File: src/rtl/sa_feeder_pkg.sv
`default_nettype none
// ============================================================================
// Module   : sa_feeder_pkg
// Brief    : Shared types and constants for the 3x3 systolic-array feeder.
// Revision : 1.0  initial release
// ============================================================================
package sa_feeder_pkg;

    // Array dimension: the feeder serves a 3x3 array.
    localparam int c_N           = 3;
    // Weight preload takes one cycle per row.
    localparam int c_LOAD_CYCLES = c_N;
    // Skewed activation feed: N rows plus N-1 cycles of skew.
    localparam int c_FEED_CYCLES = 2 * c_N - 1;

    typedef enum logic [2:0] {
        ST_IDLE   = 3'd0,
        ST_LOAD_W = 3'd1,
        ST_FEED_A = 3'd2,
        ST_DRAIN  = 3'd3,
        ST_DONE   = 3'd4
    } state_t;

endpackage
`default_nettype wire

File: src/rtl/sa_skew_lane.sv
`default_nettype none
// ============================================================================
// Module   : sa_skew_lane
// Brief    : DW-wide delay chain of DEPTH stages (0 = pass-through) with
//            asynchronous active-low clear; skews one activation lane.
// Revision : 1.0  initial release
// ============================================================================
module sa_skew_lane #(
    parameter int DW    = 8,
    parameter int DEPTH = 0
) (
    input  logic          clk,
    input  logic          rst,
    input  logic [DW-1:0] din,
    output logic [DW-1:0] dout
);

    generate
        if (DEPTH == 0) begin : g_pass
            // Lane 1 needs no skew; the clock and clear are not used here.
            logic w_unused;
            assign w_unused = &{1'b0, clk, rst};
            assign dout     = din;
        end else begin : g_chain
            logic [DW-1:0] r_stage [DEPTH];

            // Shift register: each stage delays the lane by one cycle.
            always_ff @(posedge clk or negedge rst) begin
                if (!rst) begin
                    for (int i = 0; i < DEPTH; i++) begin
                        r_stage[i] <= '0;
                    end
                end else begin
                    r_stage[0] <= din;
                    for (int i = 1; i < DEPTH; i++) begin
                        r_stage[i] <= r_stage[i-1];
                    end
                end
            end

            assign dout = r_stage[DEPTH-1];
        end
    endgenerate

endmodule
`default_nettype wire

File: src/rtl/sa_feeder.sv
`default_nettype none
// ============================================================================
// Module   : sa_feeder
// Brief    : Sequences one 3x3 job into a systolic array: captures W and A,
//            preloads weights row by row, then feeds column-skewed
//            activations, drains and pulses done. All outputs registered.
// Revision : 1.0  initial release
// ============================================================================
module sa_feeder
    import sa_feeder_pkg::*;
#(
    parameter int DW           = 8,
    parameter int DRAIN_CYCLES = 4
) (
    input  logic            clk,
    input  logic            rst,
    input  logic            start,
    input  logic [9*DW-1:0] w_flat,
    input  logic [9*DW-1:0] a_flat,
    output logic            busy,
    output logic            done,
    output logic [DW-1:0]   B_out_1,
    output logic [DW-1:0]   B_out_2,
    output logic [DW-1:0]   B_out_3,
    output logic            P1_en,
    output logic [DW-1:0]   A_out_1,
    output logic [DW-1:0]   A_out_2,
    output logic [DW-1:0]   A_out_3
);

    // One phase counter serves LOAD_W, FEED_A and DRAIN.
    localparam int c_CNT_MAX = (DRAIN_CYCLES > c_FEED_CYCLES) ? DRAIN_CYCLES : c_FEED_CYCLES;
    localparam int c_CW      = (c_CNT_MAX > 1) ? $clog2(c_CNT_MAX) : 1;

    state_t            r_state;
    state_t            w_state_nxt;
    logic [c_CW-1:0]   r_cnt;
    logic [c_CW-1:0]   w_cnt_nxt;
    logic [9*DW-1:0]   r_w_cap;
    logic [9*DW-1:0]   r_a_cap;
    logic [9*DW-1:0]   w_w_src;
    int                w_row;

    logic              r_busy;
    logic              r_done;
    logic              r_p1_en;
    logic [DW-1:0]     r_b    [c_N];
    logic [DW-1:0]     r_feed [c_N];
    logic [DW-1:0]     w_a_lane [c_N];

    // State and phase counter register.
    always_ff @(posedge clk or negedge rst) begin
        if (!rst) begin
            r_state <= ST_IDLE;
            r_cnt   <= '0;
        end else begin
            r_state <= w_state_nxt;
            r_cnt   <= w_cnt_nxt;
        end
    end

    // Next-state and next-phase logic; the counter restarts at 0 on every state change.
    always_comb begin
        w_state_nxt = r_state;
        w_cnt_nxt   = '0;
        case (r_state)
            ST_IDLE: begin
                if (start) w_state_nxt = ST_LOAD_W;
            end
            ST_LOAD_W: begin
                if (r_cnt == c_CW'(c_LOAD_CYCLES - 1)) w_state_nxt = ST_FEED_A;
                else                                   w_cnt_nxt   = r_cnt + c_CW'(1);
            end
            ST_FEED_A: begin
                if (r_cnt == c_CW'(c_FEED_CYCLES - 1))
                    w_state_nxt = (DRAIN_CYCLES == 0) ? ST_DONE : ST_DRAIN;
                else
                    w_cnt_nxt = r_cnt + c_CW'(1);
            end
            ST_DRAIN: begin
                if (r_cnt == c_CW'(DRAIN_CYCLES - 1)) w_state_nxt = ST_DONE;
                else                                  w_cnt_nxt   = r_cnt + c_CW'(1);
            end
            ST_DONE: begin
                w_state_nxt = ST_IDLE;
            end
            default: begin
                w_state_nxt = ST_IDLE;
            end
        endcase
    end

    // Matrix capture: only an accepted start in IDLE updates the copies.
    always_ff @(posedge clk or negedge rst) begin
        if (!rst) begin
            r_w_cap <= '0;
            r_a_cap <= '0;
        end else if (r_state == ST_IDLE && start) begin
            r_w_cap <= w_flat;
            r_a_cap <= a_flat;
        end
    end

    // The first LOAD_W row is registered on the same edge that captures W,
    // so that row must come straight from the input bus.
    always_comb begin
        w_w_src = (r_state == ST_IDLE) ? w_flat : r_w_cap;
        w_row   = (w_cnt_nxt < c_CW'(c_N)) ? int'(w_cnt_nxt) : 0;
    end

    // Output registers loaded from the upcoming state so values line up with it.
    always_ff @(posedge clk or negedge rst) begin
        if (!rst) begin
            r_busy  <= 1'b0;
            r_done  <= 1'b0;
            r_p1_en <= 1'b0;
            for (int k = 0; k < c_N; k++) begin
                r_b[k]    <= '0;
                r_feed[k] <= '0;
            end
        end else begin
            r_busy  <= (w_state_nxt != ST_IDLE);
            r_done  <= (w_state_nxt == ST_DONE);
            r_p1_en <= (w_state_nxt == ST_LOAD_W);
            for (int k = 0; k < c_N; k++) begin
                r_b[k] <= (w_state_nxt == ST_LOAD_W)
                          ? w_w_src[(w_row * c_N + k) * DW +: DW] : '0;
                // Unskewed column stream: row t of A while t < N, else zero.
                r_feed[k] <= (w_state_nxt == ST_FEED_A && w_cnt_nxt < c_CW'(c_N))
                             ? r_a_cap[(w_row * c_N + k) * DW +: DW] : '0;
            end
        end
    end

    generate
        for (genvar k = 0; k < c_N; k++) begin : g_lane
            sa_skew_lane #(
                .DW    (DW),
                .DEPTH (k)
            ) u_skew (
                .clk  (clk),
                .rst  (rst),
                .din  (r_feed[k]),
                .dout (w_a_lane[k])
            );
        end
    endgenerate

    assign busy    = r_busy;
    assign done    = r_done;
    assign P1_en   = r_p1_en;
    assign B_out_1 = r_b[0];
    assign B_out_2 = r_b[1];
    assign B_out_3 = r_b[2];
    assign A_out_1 = w_a_lane[0];
    assign A_out_2 = w_a_lane[1];
    assign A_out_3 = w_a_lane[2];

endmodule
`default_nettype wire

File: config.mk
export PLATFORM = sky130hd
export DESIGN_NAME = sa_feeder
export DESIGN_NICKNAME = d
export VERILOG_FILES = /design/src/rtl/sa_feeder_pkg.sv /design/src/rtl/sa_skew_lane.sv /design/src/rtl/sa_feeder.sv
export SDC_FILE = /design/constraint.sdc
export NUM_CORES = 1
export LEC_CHECK = 0
export BUFFER_PORTS_ARGS = -buffer_cell sky130_fd_sc_hd__buf_2
export CAP_MARGIN = 15
export CORE_ASPECT_RATIO = 0.7
export CORE_MARGIN = 5
export CORE_UTILIZATION = 35
export DETAILED_ROUTE_END_ITERATION = 16
export GPL_TIMING_DRIVEN = 0
export PLACE_DENSITY_LB_ADDON = 0.15
export SLEW_MARGIN = 40
export SYNTH_ARGS = -nofsm -noshare
export SYNTH_HDL_FRONTEND = slang
export SYNTH_HIERARCHICAL = 1
export SYNTH_SLANG_ARGS = --single-unit
File: constraint.sdc
create_clock -name clk -period 5.9 [get_ports clk]
set_input_delay 1.18 -clock clk [delete_from_list [all_inputs] [get_ports clk]]
set_output_delay 1.18 -clock clk [all_outputs]
set_load 0.02 [all_outputs]
# Yosys cells after proc, flatten, opt, wreduce, memory -nomap -nowiden

Index checks and enable logic that the tools add are counted.

Flip-flop bits (word level): 225
Latch bits: 0
Bits in writable memories: 0
ROM bits: 0
Input port bits: 147
Output and inout bits: 51
Logic and storage cells: 57
Memories: 0

Add/subtract/negate cells: 3
Multiply operators: 1
Divide/modulo/power cells: 0
Magnitude comparators: 1
Eq/ne operators: 9
Shifts and indexed selects: 6
Muxes and demuxes: 17
Bitwise operators: 0
Reductions and logical operators: 4

Operators by type and width:

| kind                                                | count |
|---|---|
| indexed part select 72 x 32 -> 8 bit                | 5 |
| 2-to-1 mux 72 bit                                   | 1 |
| indexed part select 72 x 10 -> 8 bit                | 1 |
| 2-to-1 mux 8 bit                                    | 6 |
| adder 29 x 2 -> 29 bit, second input constant       | 1 |
| 2-to-1 mux 3 bit                                    | 8 |
| equality test 3 x 2 -> 1 bit, second input constant | 5 |
| case mux 3 bit (4 select lines)                     | 1 |
| case mux 3 bit (3 select lines)                     | 1 |
| adder 5 x 2 -> 6 bit, second input constant         | 1 |
| equality test 3 x 1 -> 1 bit, second input constant | 2 |
| equality test 3 bit, second input constant          | 2 |
| multiplier 3 x 2 -> 5 bit, second input constant    | 1 |
| adder 3 x 1 -> 3 bit, second input constant         | 1 |
| logical NOT 3 bit                                   | 1 |
| < comparator 3 x 2 -> 1 bit, second input constant  | 1 |
| nonzero test 3 bit                                  | 1 |
| logical AND 1 bit                                   | 2 |

# Logic depth before layout (Yosys ltp)

Gate-level depths: netlist of the first run.

Depth in word-level cells: 9
Gate-level depth with buffers: 20
Depth with buffers taken out: 17

# Cells and area by module

Netlist of the first run, hierarchy kept.

By module, submodules not included:

| module                          | times used | cells each | area an instance (sq um) | seq. area each (sq um) |
|---|---|---|---|---|
| sa_feeder                       | 1          | 862        | 10,196.0                 | 5,029.8 |
| sa_skew_lane (g_lane[2].u_skew) | 1          | 24         | 460.4                    | 400.4 |
| sa_skew_lane (g_lane[1].u_skew) | 1          | 8          | 200.2                    | 200.2 |
| sa_skew_lane (g_lane[0].u_skew) | 1          | 8          | 60.1                     | 0.0 |

# Worst setup path before layout of the first run

Ideal clock, no wire load.

Path kind: register to register
Start: reg r_cnt[0]
End: reg r_feed[11] (netlist bit)
Library setup time: 94 ps
Data arrival time: 4,215 ps
Data required time: 5,806 ps
Path slack: 1,591 ps
Cell stages (with the launch flop): 17
Buffers on the path: 3
Clock period less this slack: 4,309 ps
Cell sequence: dfrtp_1 > ha_1 > ha_1 > and4bb_4 > o21bai_4 > nand4_2 > clkinv_1 > clkbuf_1 > ha_1 > inv_1 > fa_1 > buf_2 > xor2_1 > buf_2 > mux2i_1 > mux4_2 > a211oi_1

Cells in the longest elaborated chain, start to end: 9
Elaborated cells on any way between the ends: 20
Those cells by class: 2 x add/sub; 1 x mul; 1 x order compare; 4 x eq/ne; 1 x shift; 10 x mux; 1 x reduce/logical

RTL lines:

| what                                               | RTL line                                          | source |
|---|---|---|
| start: declaration                                 | sa_feeder.sv:37                                   | `logic [c_CW-1:0] r_cnt;` |
| start signal: assignment                           | sa_feeder.sv:58                                   | `r_cnt <= w_cnt_nxt;` |
| adder 3 x 1 -> 3 bit, or another cell as far along | sa_feeder.sv:72, sa_feeder.sv:78, sa_feeder.sv:82 |  |
| 2-to-1 mux 3 bit (on tied branches)                | sa_feeder.sv:81, sa_feeder.sv:71, sa_feeder.sv:75 |  |
| case mux 3 bit (3 select lines)                    | sa_feeder.sv:66                                   | `case (r_state)` |
| < comparator 3 x 2 -> 1 bit                        | sa_feeder.sv:108, sa_feeder.sv:129                |  |
| 2-to-1 mux 3 bit                                   | sa_feeder.sv:108                                  | `w_row = (w_cnt_nxt < c_CW'(c_N)) ? int'(w_cnt_nxt) : 0;` |
| multiplier 3 x 2 -> 5 bit                          | sa_feeder.sv:130                                  | `? r_a_cap[(w_row * c_N + k) * DW +: DW] : '0;` |
| adder 29 x 2 -> 29 bit                             | sa_feeder.sv:130                                  |  |
| indexed part select 72 x 32 -> 8 bit               | sa_feeder.sv:130                                  |  |
| 2-to-1 mux 8 bit *                                 | sa_feeder.sv:130                                  |  |
| end signal: indexed assignment                     | sa_feeder.sv:129                                  | `r_feed[k] <= (w_state_nxt == ST_FEED_A && w_cnt_nxt < c_CW'(c_N))` |
| end: declaration                                   | sa_feeder.sv:48                                   | `logic [DW-1:0] r_feed [c_N];` |

Mark *: on every way between the ends. The rest lies on a longest branch, timed or not.
A chain may end at the register's enable or synchronous reset.

# Worst setup path in the final report of the first run

Start: reg r_cnt[0]
End: reg r_b, in the netlist B_out_2[6]

Cells in the longest elaborated chain, start to end: 9
Elaborated cells on any way between the ends: 19
Those cells by class: 2 x add/sub; 1 x mul; 1 x order compare; 4 x eq/ne; 1 x shift; 10 x mux

RTL lines:

| what                                               | RTL line                                          | source |
|---|---|---|
| adder 3 x 1 -> 3 bit, or another cell as far along | sa_feeder.sv:72, sa_feeder.sv:78, sa_feeder.sv:82 |  |
| 2-to-1 mux 3 bit (on tied branches)                | sa_feeder.sv:81, sa_feeder.sv:71, sa_feeder.sv:75 |  |
| case mux 3 bit (3 select lines)                    | sa_feeder.sv:66                                   |  |
| < comparator 3 x 2 -> 1 bit                        | sa_feeder.sv:108                                  |  |
| 2-to-1 mux 3 bit                                   | sa_feeder.sv:108                                  |  |
| multiplier 3 x 2 -> 5 bit                          | sa_feeder.sv:127                                  | `? w_w_src[(w_row * c_N + k) * DW +: DW] : '0;` |
| adder 29 x 2 -> 29 bit                             | sa_feeder.sv:127                                  |  |
| indexed part select 72 x 32 -> 8 bit               | sa_feeder.sv:127                                  |  |
| 2-to-1 mux 8 bit *                                 | sa_feeder.sv:127                                  |  |
| end signal: indexed assignment                     | sa_feeder.sv:126                                  | `r_b[k] <= (w_state_nxt == ST_LOAD_W)` |
| end: declaration                                   | sa_feeder.sv:47                                   | `logic [DW-1:0] r_b [c_N];` |

Marks and branches as above.

==> results of run 1 <==
==> cells by family (layout without fill, tap and decap cells) <==
family / after synthesis / in the layout
buf+inv: 89 / 331
compound gates: 112 / 112
other cells: 2 / 3
xor+xnor: 3 / 3
flops: 225 / 225
mux: 238 / 238
simple gates: 223 / 223
fa+ha+maj: 10 / 10
==> Yosys cell counts, drive strengths merged (3+ instances only) <==
library cell and number:
a211oi 22, a21oi 24, a2bb2oi 5, a311oi 21, a31oi 12, and2 3
and3 8, buf 67, clkbuf 12, dfrtp 225, ha 9, inv 9
mux2 147, mux2i 78, mux4 13, nand2 109, nand2b 3, nand3 6
nand4b 3, nor2 54, nor2b 4, nor3 17, o21ai 6, o21bai 3
o22ai 3, o31ai 5
==> critical path, cell delays in order (launching register included) <==
cell,delay (ps)
dfrtp_1,410
inv_1,130
ha_1,180
nor2b_2,230
a2bb2oi_4,240
o31a_4,160
nand4_2,340
clkinv_1,350
clkbuf_1,580
ha_1,280
inv_1,60
fa_1,450
buf_2,190
xnor2_4,340
buf_2,420
clkbuf_1,550
nor4_1,210
o22ai_1,320
==> state kept, by name (all words and copies together), names as in the netlist <==
name / count
r_a_cap: 72
g_lane.u_skew/g_chain.r_stage: 8
g_lane.u_skew/dout: 16
r_w_cap: 72
r_feed: 24
r_state: 3
B_out_1: 8
r_cnt: 3
P1_en: 1
B_out_2: 8
done: 1
B_out_3: 8
busy: 1
==> through the flow <==
step | utilization | setup slack (ps)
global placement | 0.402 | -592
global route | 0.430 | 17.6
floorplan | - | 1590
CTS | 0.430 | 300
finish | 0.430 | 304
detailed placement | 0.405 | 341
==> metal layers <==
metal / vias to the layer above / part of all wire / track usage
li1: 3674 / - / -
met1: 4047 / 0.49 / 0.309
met2: 266 / 0.42 / 0.278
met3: 48 / 0.067 / 0.0430
met4: 10 / 0.019 / 0.0372
met5: - / 0.0020 / 0
==> power breakdown <==
group,internal [W],leakage [nW],switching [W]
registers,0.00227,2.79,0.000392
logic,0.00221,3.16,0.00309
clock network,0.000880,0.377,0.000623
total,0.00536,6.32,0.00411
==> cell type report <==
| type | count | share of cell area |
|---|---|---|
| sequential | 225 | 0.423 |
| multi-input combinational | 589 | 0.360 |
| inverter | 10 | 0.00301 |
| timing repair buffer | 200 | 0.0811 |
| clock inverter | 6 | 0.00452 |
| clock buffer | 36 | 0.0539 |
| tap | 420 | 0.0395 |
| buffer | 79 | 0.0344 |
==> worst paths after layout <==
| check | startpoint | to |
|---|---|---|
| max in group asynchronous | rst | r_a_cap[24]$_DFFE_PN0P_ |
| min in group asynchronous | rst | B_out_3[4]$_DFF_PN0_ |
| worst max register to register | r_cnt[0]$_DFF_PN0_ | B_out_2[6]$_DFF_PN0_ |
| worst min-delay path | r_feed[5]$_DFF_PN0_ | g_lane[2].u_skew/g_chain.r_stage[13]$_DFF_PN0_ |
| worst min register to register | r_feed[5]$_DFF_PN0_ | g_lane[2].u_skew/g_chain.r_stage[13]$_DFF_PN0_ |
| worst max-delay path | r_cnt[0]$_DFF_PN0_ | B_out_2[6]$_DFF_PN0_ |
==> metrics.yaml, run 1 <==
grt_max_degree: 70
power_leakage_nw: 6.32
period_needed_ps: 5600
setup_viol: 0
crit_arrival_ps: 5990
worstSetupEndpointType: "flop"
synth.area.top_cells: "dfrtp_1, mux2_2, mux2i_1"
synthDistinctLibCells: 65
max-vdd-ir-drop_uv: 313
maxSlewViolCount: 0
vias: 8045
tns_ps: 0
fp.dieW_um: 221
cts_buffers: 25
layout_common_cells: "buf_2, dfrtp_1, mux2_2, nand2_1, mux2i_1"
multi_input_area_sq_um: 4790
synth-xor-area-share: 0.00413
synth_fa_ha_area_frac: 0.0121
yosysTopAreaCell: "dfrtp_1"
critPathMaxFanout: 11
synth_edf_count: 0
synthSimpleGateAreaFrac: 0.0931
synth_ff_type: "dfrtp_1"
grt_pass1_wl_um: 52100
synth_top_family_by_area: "multiplexers"
cts_sinks: 225
root_buffer: "clkbuf_16"
tightest_slew_ps: 743
fin_area_sq_um: 13300
post-route-drc-count: 0
synth_seq_area_share: 0.516
drive_gt1_frac: 0.418
seqCellArea_sq_um: 5630
final_common_cell: "buf_2"
cts_setup_buffers: 0
design.die.area_sq_um: 34900
first_pass_iters: 5
synthMuxAreaShare: 0.250
power_w: 0.00947
reg2regPathDepth: 17
outcome: "finished clean"
die_h_um: 158
fin_skew_ps: 13.7
wl_um: 35000
pwr_density_cell_nw_per_um2: 712
rsz0062_at_grt: "false"
hold_class: "flop to flop"
max_freq_mhz: 179
cts_repair_resize_count: 0
initial_utilization: 0.353
viasPerCell: 5.14
yosysWarnings: 6
max_slew_margin: 0.505
antenna_left: 0
criticalPathCategory: "flop to flop"
h-tree-depth: 1
syn_to_final_growth_pct: 21.8
dp_hpwl_um: 27000
wl_per_cell_um: 22.4
core_area_sq_um: 30900
placed_cells: 1523
dpl-instance-area_sq_um: 12500
synth_compound_area_frac: 0.0786
syn_area_sq_um: 10900
fillers: 3033
num_rows: 54
fin_crit_sh: 0.948
cts_tree: "done"
nets: 1287
maxCapViolations: 0
hold_path_depth: 0
netlist_instances: 902
holdWs_ps: 345
synth_area_per_cell_sq_um: 12.1
clk_latency_ps: 520
portBuffers: 197
ys_async_sr_fraction: 1.00
grt_pass1_vias: 8113
gr-total-overflow: 0
ys_ff_latch: 225
cts_max_path_buffers: 3
fin_cells: 1565
r2r_slack_ps: 300
grtUsageTotal: 0.196
cts.clk_slew.worst_paths_ps: 60
required_ps: 6300
diodes: 0
synth_top_area_frac: 0.516
hold_viol_final: 0
routabilityCongestion: 0.887
first_iter_violations: 596
start_kind: "flop"
antenna_found_initial: 5
boundaryPins: 198
cts_hold_buf: 0
Power figures use the tool's default switching activity.
==> run 2: changes to the inputs <==
--- a/config.mk
+++ b/config.mk
@@ -9,7 +9,7 @@
 export CAP_MARGIN = 15
 export CORE_ASPECT_RATIO = 0.7
 export CORE_MARGIN = 5
-export CORE_UTILIZATION = 35
+export CORE_UTILIZATION = 45
 export DETAILED_ROUTE_END_ITERATION = 16
 export GPL_TIMING_DRIVEN = 0
 export PLACE_DENSITY_LB_ADDON = 0.15
==> run 2 against run 1 <==
Count of clock-buffer cells in the layout shrank 7. Clock skew shrank 5.7 ps. Flip-flop and latch count is the same. Sequential power is essentially flat. Fmax grew 2.9%. Total power shrank 1.1%. Final cell count shrank 6.6%. Combinational power shrank 2%. First-iteration DRC count grew 4.4%. Wire length shrank 6.1%. Setup slack gained 160 ps. Register-to-register slack gained 160 ps. Critical path type unchanged. Critical endpoint is now r_feed[14]$_DFF_PN0_. Largest power group unchanged. Highest routed layer unchanged.
==> metrics.yaml, run 2 (synthesis results as in run 1) <==
root_buffer: "clkbuf_16"
holdWs_ps: 346  # +0.402 ps
outcome: "finished clean"
wl_per_cell_um: 22.5  # +0.61%
worstPathCellList: "ha_1 -> ha_1 -> and4bb_4 -> o21bai_4 -> nand4_2 -> clkinv_1 -> clkbuf_1 -> ha_1 -> inv_1 -> fa_1 -> buf_2 -> xnor2_4 -> buf_2 -> clkbuf_1 -> nand2_1 -> a311oi_2"
routabilityCongestion: 0.904  # +2.0%
grt_pass1_vias: 8262  # +1.8%
core_area_sq_um: 23800  # -23%
criticalPathCategory: "flop to flop"
crit_slowest_cell: "clkbuf_1"
vias: 8037  # -0.099%
maxSlewViolCount: 0  # unchanged
nets: 1285  # -0.16%
portBuffers: 197  # unchanged
fp.dieW_um: 196  # -11%
cts_tree: "done"
power_leakage_nw: 6.31  # -0.20%
antenna_found_initial: 6  # +1
die_h_um: 140  # -11%
cts_sinks: 225  # unchanged
maxCapViolations: 0  # unchanged
post-route-drc-count: 0  # unchanged
grt_max_degree: 78  # +11%
cts_setup_buffers: 0  # unchanged
placed_cells: 1421  # -6.7%
setup_viol: 0  # unchanged
start_kind: "flop"
final_common_cell: "buf_2"
fin_skew_ps: 7.99  # -5.67 ps
fin_cells: 1461  # -6.6%
period_needed_ps: 5440  # -159 ps
rsz0062_at_grt: "false"
fin_crit_sh: 0.922  # -0.0269
hold_class: "flop to flop"
crit_arrival_ps: 5850  # -140 ps
antenna_left: 0  # unchanged
num_rows: 47  # -13%
dp_hpwl_um: 25000  # -7.4%
max_freq_mhz: 184  # +2.9%
cts_hold_buf: 0  # unchanged
worstSetupEndpointType: "flop"
max_slew_margin: 0.492  # -0.0126
cts_buffers: 23  # -8.0%
initial_utilization: 0.460  # +0.107
hold_viol_final: 0  # unchanged
pwr_density_cell_nw_per_um2: 712  # about the same
boundaryPins: 198  # unchanged
tightest_slew_ps: 762  # +19.0 ps
max-vdd-ir-drop_uv: 274  # -13%
gr-total-overflow: 0  # unchanged
clk_latency_ps: 510  # about the same
h-tree-depth: 1  # unchanged
syn_to_final_growth_pct: 20.4
first_pass_iters: 5  # unchanged
crit_path_frequent_cell: "ha_1"
required_ps: 6310  # about the same
first_iter_violations: 622  # +4.4%
drive_gt1_frac: 0.419  # about the same
viasPerCell: 5.50  # +7.0%
largestRegisters: "r_a_cap: 72 flops, r_w_cap: 72 flops, r_feed: 24 flops"
layout_common_cells: "buf_2, dfrtp_1, mux2_2, nand2_1, mux2i_1"
finalWorstSetupSlack_ps: 463  # +159 ps
cts.clk_slew.worst_paths_ps: 60  # about the same
fin_area_sq_um: 13100  # -1.2%
grtUsageTotal: 0.237  # +0.0409
grt_pass1_wl_um: 50200  # -3.6%
path_delay_family: "buffers and inverters"
design.die.area_sq_um: 27500  # -21%
cts_repair_resize_count: 0  # unchanged
crit_buf_inv: 6  # -1
place_ws_ps: 523  # +182 ps
cts_max_path_buffers: 3  # unchanged
dpl-instance-area_sq_um: 12400  # -1.0%
slowest_delay_ps: 580  # about the same
wl_um: 32900  # -6.1%
critPathMaxFanout: 11  # unchanged
run 2: final timing paths:
check	startpoint	to	slack [ps]	cells past startpoint
max	r_cnt[0]$_DFF_PN0_	r_feed[14]$_DFF_PN0_	460	16
min	g_lane[2].u_skew/g_chain.r_stage[9]$_DFF_PN0_	g_lane[2].u_skew/dout[1]$_DFF_PN0_	350	0
max reg2reg	r_cnt[0]$_DFF_PN0_	r_feed[14]$_DFF_PN0_	460	16
min reg2reg	g_lane[2].u_skew/g_chain.r_stage[9]$_DFF_PN0_	g_lane[2].u_skew/dout[1]$_DFF_PN0_	350	0
max in group asynchronous	rst	r_a_cap[4]$_DFFE_PN0P_	4420	3
min in group asynchronous	rst	B_out_2[7]$_DFF_PN0_	500	1
run 2: area by class of cell:
cell class                      count  area [sq um]
Antenna cell                        1          2.50
Buffer                             79           458
Clock buffer                       29           618
Clock inverter                     10           130
Fill cell                        2090         10600
Inverter                           10          40.0
Multi-Input combinational cell    589          4790
Sequential cell                   225          5630
Tap cell                          318           398
Timing Repair Buffer              200          1080
run 2: per-layer routing:
metal | up-vias | global-route usage | routed length, um
met2 | 307 | 0.328 | 13300
li1 | 3661 | - | -
met3 | 47 | 0.0639 | 2850
met5 | - | 0 | 62
met1 | 4012 | 0.375 | 16100
met4 | 10 | 0.0422 | 538
run 2: power by group:
group	total, W	leakage, nW	internal (W)	switching [W]
Combinational	0.00522	3.16	0.00221	0.00301
Sequential	0.00267	2.79	0.00227	0.000397
Clock	0.00147	0.365	0.000870	0.000604
Total	0.00936	6.31	0.00535	0.00401
run 2: stage by stage:
stage | power [W] | utilization | setup TNS (ps)
after floorplan | 0.00621 | - | 0
after global placement | 0.00774 | 0.518 | -89210
after detailed placement | 0.00782 | 0.522 | 0
after CTS | 0.00932 | 0.553 | 0
after global routing | 0.00991 | 0.553 | 0
final | 0.00936 | 0.553 | 0
